[config.mk]
export PLATFORM = sky130hd
export DESIGN_NAME = shift_sequencer
export DESIGN_NICKNAME = d
export VERILOG_FILES = /design/src/rtl/shift_sequencer.sv
export SDC_FILE = /design/constraint.sdc
export NUM_CORES = 1
export LEC_CHECK = 0
export CORE_MARGIN = 5
export CORE_UTILIZATION = 43
export CTS_CLUSTER_DIAMETER = 60
export DETAILED_ROUTE_END_ITERATION = 16
export PLACE_DENSITY = 0.86
export SLEW_MARGIN = 25
export SYNTH_ARGS = -nofsm -noshare
export SYNTH_HDL_FRONTEND = slang
export SYNTH_SLANG_ARGS = --single-unit
[constraint.sdc]
create_clock -name clk -period 4.9 [get_ports clk]
set_input_delay 0.49 -clock clk [delete_from_list [all_inputs] [get_ports clk]]
set_output_delay 0.49 -clock clk [all_outputs]
set_load 0.005 [all_outputs]
[src/rtl/shift_sequencer.sv]
// Command front-end for the 64-bit load/enable shifter: breaks a 0..63 shift into
// byte-steps then bit-steps, drives the shifter one step per cycle and returns q.
module shift_sequencer #(
    parameter int WIDTH = 64,
    parameter int CNT_W = 6
) (
    input  logic             clk,
    input  logic             resetn,
    input  logic             in_valid,
    output logic             in_ready,
    input  logic [WIDTH-1:0] in_data,
    input  logic             in_dir,
    input  logic [CNT_W-1:0] in_count,
    output logic             out_valid,
    input  logic             out_ready,
    output logic [WIDTH-1:0] out_data,
    output logic             busy,
    output logic             sh_load,
    output logic             sh_ena,
    output logic [1:0]       sh_amount,
    output logic [WIDTH-1:0] sh_data,
    input  logic [WIDTH-1:0] sh_q,
    output logic [2:0]       fsm_state
);

    // Handshakes: a transfer happens on a rising edge where valid and ready are both
    // high; valid never depends on ready, and a raised out_valid holds with its data.

    localparam int N8_W = CNT_W - 3;

    typedef enum logic [2:0] {
        IDLE    = 3'd0,
        LOAD    = 3'd1,
        STEP8   = 3'd2,
        STEP1   = 3'd3,
        CAPTURE = 3'd4,
        DONE    = 3'd5
    } state_t;

    localparam logic [1:0] AMT_L1 = 2'd0;
    localparam logic [1:0] AMT_L8 = 2'd1;
    localparam logic [1:0] AMT_R1 = 2'd2;
    localparam logic [1:0] AMT_R8 = 2'd3;

    state_t          state;
    state_t          state_next;
    logic            dir;
    logic [N8_W-1:0] n8;
    logic [2:0]      n1;
    logic            accept;

    assign accept    = in_valid && in_ready;
    assign fsm_state = state;

    always_ff @(posedge clk) begin
        if (!resetn) begin
            state    <= IDLE;
            dir      <= 1'b0;
            n8       <= '0;
            n1       <= '0;
            sh_data  <= '0;
            out_data <= '0;
        end else begin
            state <= state_next;
            case (state)
                IDLE: begin
                    if (accept) begin
                        sh_data <= in_data;
                        dir     <= in_dir;
                        n8      <= in_count[CNT_W-1:3];
                        n1      <= in_count[2:0];
                    end
                end
                STEP8:   n8       <= n8 - 1'b1;
                STEP1:   n1       <= n1 - 1'b1;
                CAPTURE: out_data <= sh_q;
                default: ;
            endcase
        end
    end

    // Shifter controls come only from state and the registered step counters.
    always_comb begin
        state_next = state;
        in_ready   = 1'b0;
        busy       = 1'b1;
        sh_load    = 1'b0;
        sh_ena     = 1'b0;
        sh_amount  = AMT_L1;
        out_valid  = 1'b0;
        case (state)
            IDLE: begin
                in_ready = 1'b1;
                busy     = 1'b0;
                if (in_valid) begin
                    state_next = LOAD;
                end
            end
            LOAD: begin
                sh_load = 1'b1;
                if (n8 != '0) begin
                    state_next = STEP8;
                end else if (n1 != '0) begin
                    state_next = STEP1;
                end else begin
                    state_next = CAPTURE;
                end
            end
            STEP8: begin
                sh_ena    = 1'b1;
                sh_amount = dir ? AMT_R8 : AMT_L8;
                // Last byte-step is the one that brings n8 to zero.
                if (n8 == N8_W'(1)) begin
                    state_next = (n1 != '0) ? STEP1 : CAPTURE;
                end
            end
            STEP1: begin
                sh_ena    = 1'b1;
                sh_amount = dir ? AMT_R1 : AMT_L1;
                if (n1 == 3'd1) begin
                    state_next = CAPTURE;
                end
            end
            CAPTURE: begin
                state_next = DONE;
            end
            DONE: begin
                out_valid = 1'b1;
                if (out_ready) begin
                    state_next = IDLE;
                end
            end
            default: begin
                state_next = IDLE;
            end
        endcase
    end

endmodule

# Yosys cells after proc, flatten, opt, wreduce, memory -nomap -nowiden
# Cells that the tools add are included.
[word_totals] out_inout_bits=138 ff_bits=138
[classes] n_reduce_logical=11 addsub=2 mux=19 n_eq_ne=12
[op_table] op="3-bit two-way mux" count=8
[op_table] op="3-bit case mux with 6 select lines" count=1
[op_table] op="3-bit case mux with 2 select lines" count=2
[op_table] op="2-bit inequality test, second input constant" count=5
[op_table] op="3-bit by 1-bit equality test with 1-bit output, second input constant" count=3
[op_table] op="3-bit by 2-bit equality test with 1-bit output, second input constant" count=2
[op_table] op="3-bit equality test, second input constant" count=2
[op_table] op="2-bit AND reduction" count=3
[op_table] op="3-bit nonzero test" count=2
[op_table] op="3-bit by 1-bit subtractor with 3-bit output, second input constant" count=2
[op_table] op="1-bit two-way mux" count=5
[op_table] op="2-bit two-way mux" count=2
[op_table] op="2-bit case mux with 2 select lines" count=1
[op_table] op="4-bit AND reduction" count=1
[op_table] op="2-bit nonzero test" count=2
[op_table] op="3-bit zero test" count=1
[op_table] op="2-bit OR reduction" count=1
[op_table] op="1-bit logical AND" count=1

# Logic depth before layout (Yosys ltp)
[logic_depth] ltp_word=5 ltp_mapped=7

# Least setup slack after synthesis
# OpenSTA, ideal clock, no wires.
[synth_timing] path_type="reg-to-reg" startpoint="reg state[2], in the netlist fsm_state[2]" endpoint="reg n8[0]" path_buffers=3 t_arrival_ns=1.505 synth_period_minus_slack_ns=1.620 setup_ns=0.115 required_time_ns=4.785 stages_incl_launch_ff=8 setup_slack_ns=3.280 cell_sequence="dfxtp_1 buf_6 or4b_4 buf_6 buf_6 nor2_2 o21ai_1 and3_1"
[synth_via] elab_chain_cells=5 elab_cells_between_ends=8 cone_classes="eq/ne: 2; mux: 2; reduce/logical: 4"
[synth_lines] item="start: declaration" line="45" text="state_t state;"
[synth_lines] item="start signal: assignment" line="64" text="state <= state_next;"
[synth_lines] item="3-bit zero test" line="65, 91"
[synth_lines] item="1-bit two-way mux" line="91" text="case (state)"
[synth_lines] item="1-bit logical AND" line="52" text="assign accept = in_valid && in_ready;"
[synth_lines] item="2-bit inequality test (no source line)"
[synth_lines] item="2-bit AND reduction (no source line)"
[synth_lines] item="end signal: assignment" line="70" text="n8 <= in_count[CNT_W-1:3];"
[synth_lines] item="end signal: assignment" line="74" text="STEP8: n8 <= n8 - 1'b1;"
[synth_lines] item="end: declaration" line="48" text="logic [N8_W-1:0] n8;"
# Parallel ways exist; a longest one is shown, timed or not.
# A chain may end at the register's enable or synchronous reset.

# Final worst setup path
[layout_timing] startpoint="reg state[1], in the netlist fsm_state[1]" endpoint="out sh_amount[0]"
[layout_via] elab_chain_cells=2 elab_cells_between_ends=3 cone_classes="eq/ne: 2; mux: 1"
[layout_lines] item="3-bit by 2-bit equality test with 1-bit output" line="91"
[layout_lines] item="2-bit case mux with 2 select lines (*)" line="91"
[layout_lines] item="end: declaration" line="20" text="output logic [1:0] sh_amount,"
# Every way passes the cells marked *; elsewhere a longest branch is shown, timed or not.

==> impl_metrics.yaml <==
routing:
  dr_total_vias: 5248
  post_drt_via_cell_ratio: 4.80
  detail_route.first_pass.iterations: 4
  first_iter_violations: 358
  ant_nets: 0
  routed_wirelength_um: 17100
  drc: 0
  avgRoutedWirePerCell_um: 15.6
power:
  leakage_nw: 3.20
  seqPwrFrac: 0.338
  p_int_mw: 3.19
  p_comb_frac: 0.333
  powerDensity_mw_per_mm2: 512
  netSwitchingFraction: 0.302
  p_clk_frac: 0.329
  vdd.ir_drop.worst_v: 0.000341
  power.switching_mw: 1.38
critical_path:
  worst-path-buf-inv: 1
  cp_num_cells: 2
  cpPeakStageDelay_ps: 700
  arrival_ps: 2260
  cpLargestDelayFamily: "flip-flops"
  start_kind: "flip-flop"
  worstRegToRegCells: 5
  rr_startpoint: "fsm_state[2]$_SDFFE_PN0P_"
  ff2ff_setup_slack_ps: 2410
  cp-end-kind: "output port"
  path_class: "flip-flop to output port"
  crit_fanout: 20
  cpMaxStageDelayCell: "dfxtp_1"
  cp_cell_sequence: "nor3b_2 -> clkdlybuf4s50_1"
  cp.required_ps: 4410
  worst_r2r_endpoint: "sh_data[17]$_SDFFE_PN0P_"
global_routing:
  antenna_found_initial: 0
  first_global_vias: 5048
  grtUsageTotal: 0.221
  grt_pass1_wl_um: 26000
  grt_max_degree: 73
  grt.overflow.total: 0
placement:
  dp_worst_setup_slack_ps: 2060
  gp_congestion: 0.810
  placed_cells: 1061
  portBuffers: 276
  dp_hpwl_um: 11900
job:
  drv_cap: 0
timing:
  finalCriticalPeriod_ps: 2750
  slew_viol_final: 0
  min_period_over_period: 0.561
  timing.fmax_mhz: 364
  skew_ps: 13.4
  setup_viol: 0
  fin_setup_tns_ps: 0
  rsz0062_at_grt: "no"
  tightest_slew_ps: 750
  hold_viol_final: 0
  maxSlewHeadroom: 0.500
  final.setup.worst_slack_ps: 2150
finish:
  layout-drive-gt1-share: 0.0489
  n_fill_cell: 957
  num_antenna_cells: 0
  syn2layout_area_growth_pct: 64.3
  finalNetCount: 1053
  fin_cells: 1093
clock_network:
  numCtsBuffers: 17
  hold_buffers: 0
  root_buffer: "clkbuf_16"
  clock_sinks: 138
  clk_latency_ps: 420
  htreeDepth: 4
  cts_tree: "done"
  max-clock-path-buffers: 2
  post-cts-setup-buffers: 0
  clk_pin_slew_ps: 60
  cts.repair.resized: 0
floorplanning:
  die_w_um: 123
  io_pins: 277
  core_area_mm2: 0.0125
  die-area_mm2: 0.0150
  rows: 41
  die_h_um: 123
  start_util: 0.435
synthesis:
  syn-cell-area_mm2: 0.00544
  yosys_warnings: 0
  synth.avg_cell_area_um2: 8.30
  seq_area_frac_synth: 0.508
  ys_types: 37
  synthCells: 656
  ys_ff_latch: 138
  syn_nets: 801
min_path:
  hold_path_class: "flip-flop to flip-flop"
  min_path_cells: 2
  hold_path_end: "out_data[14]$_SDFFE_PN0N_"
  hold_path_startpoint: "out_data[14]$_SDFFE_PN0N_"
outcome:
  outcome: "completed"
[tightest hold or removal path: cells and delay by family, from the launching register on]
kind            cells  cell delay [ps]
compound gates      1               60
flops               1              300
simple gates        1               40
[cells by family after synthesis]
logic type	Yosys count	share of synthesized area
DFF	138	0.508
buffers and inverters	56	0.0478
AOI/OAI and AO/OA	153	0.207
and+or+nand+nor	303	0.224
adders and majority gates	6	0.0138
[placed cells by master, fill, tap and decap left out, drive strengths merged, types with 3 or more instances in the layout]
| master | Yosys | final |
|---|---|---|
| clkdlybuf4s50 | 0 | 275 |
| nand2 | 271 | 271 |
| dfxtp | 138 | 138 |
| a21boi | 131 | 131 |
| clkbuf | 28 | 21 |
| nor2 | 8 | 8 |
| inv | 7 | 7 |
| a21oi | 7 | 7 |
| bufinv | 0 | 7 |
| buf | 21 | 7 |
| ha | 6 | 6 |
| nor3 | 3 | 3 |
| nand2b | 3 | 3 |
| o211ai | 3 | 3 |
| and2 | 3 | 3 |
| o21ai | 3 | 3 |
| clkinv | 0 | 3 |
[cell usage after synthesis, drive strengths merged]
library cell  instances  area (um2)
and3                  2        12.5
a21boi              131         983
or3                   1        6.26
nor3                  3        15.0
o21ai                 3        15.0
nand2b                3        18.8
o211ai                3        22.5
nor4b                 1        8.76
nor2b                 2        12.5
a22oi                 2        15.0
a31o                  1        8.76
a211oi                1        7.51
ha                    6        75.1
dfxtp               138        2760
a32oi                 1        8.76
and2                  3        18.8
nor4bb                1        10.0
a21oi                 7        35.0
a2bb2oi               1        8.76
nand2               271        1020
and3b                 1        8.76
a31oi                 2        12.5
nor3b                 2        20.0
buf                  21         129
or4b                  1        13.8
nand3                 2        10.0
clkbuf               28         105
nor2                  8        32.5
or2                   1        6.26
a2111oi               1        8.76
inv                   7        26.3
nand3b                1        7.51
[flip-flops by register name, indices dropped and copies added (netlist names)]
| name | flops |
|---|---|
| out_data | 64 |
| sh_data | 64 |
| fsm_state | 3 |
| n1 | 3 |
| n8 | 3 |
| dir | 1 |
[area by class of cell]
cell class	instances	area [um2]	share of cell area
Clock buffer	21	460	0.0515
Clock inverter	11	240	0.0269
Inverter	7	26.3	0.00294
Multi-Input combinational cell	462	2430	0.272
Sequential cell	138	2760	0.309
Tap cell	172	215	0.0241
Timing Repair Buffer	282	2810	0.314
[worst max-delay path by stage]
stage / start / to / slack, ps
6_report: fsm_state[1]$_SDFFE_PN0P_ / sh_amount[0] / 2150
3_5_place_dp: in_valid / sh_data[5]$_SDFFE_PN0P_ / 2060
3_3_place_gp: in_valid / sh_data[24]$_SDFFE_PN0P_ / 2210
2_1_floorplan: fsm_state[2]$_SDFFE_PN0P_ / n8[0]$_SDFFE_PN0P_ / 3280
5_1_grt: fsm_state[1]$_SDFFE_PN0P_ / sh_amount[0] / 2030
4_1_cts: fsm_state[1]$_SDFFE_PN0P_ / sh_amount[0] / 2180
[per-stage QoR]
stage	hold slack [ps]	util	total power, mW	area (um2)
4_1_cts	464	0.714	4.62	8940
2_1_floorplan	439	-	2.29	5440
6_report	460	0.714	4.58	8940
5_1_grt	480	0.714	4.85	8940
3_5_place_dp	456	0.658	3.09	8240
3_3_place_gp	450	0.658	3.06	8240
[routing by layer]
layer	GRT usage	vias up	routed length, um
li1	-	2634	-
met1	0.252	2392	6820
met2	0.384	190	8560
met3	0.0700	32	1300
met4	0.0889	0	371
met5	0	-	0
[power groups by stage]
stage | registers (mW) | logic, mW | clock network [mW]
floorplan | 1.54 | 0.742 | 0
global placement | 1.55 | 1.50 | 0
detailed placement | 1.57 | 1.53 | 0
CTS | 1.55 | 1.55 | 1.53
global route | 1.58 | 1.68 | 1.59
finish | 1.55 | 1.52 | 1.51
Power figures use the tool's default switching activity.
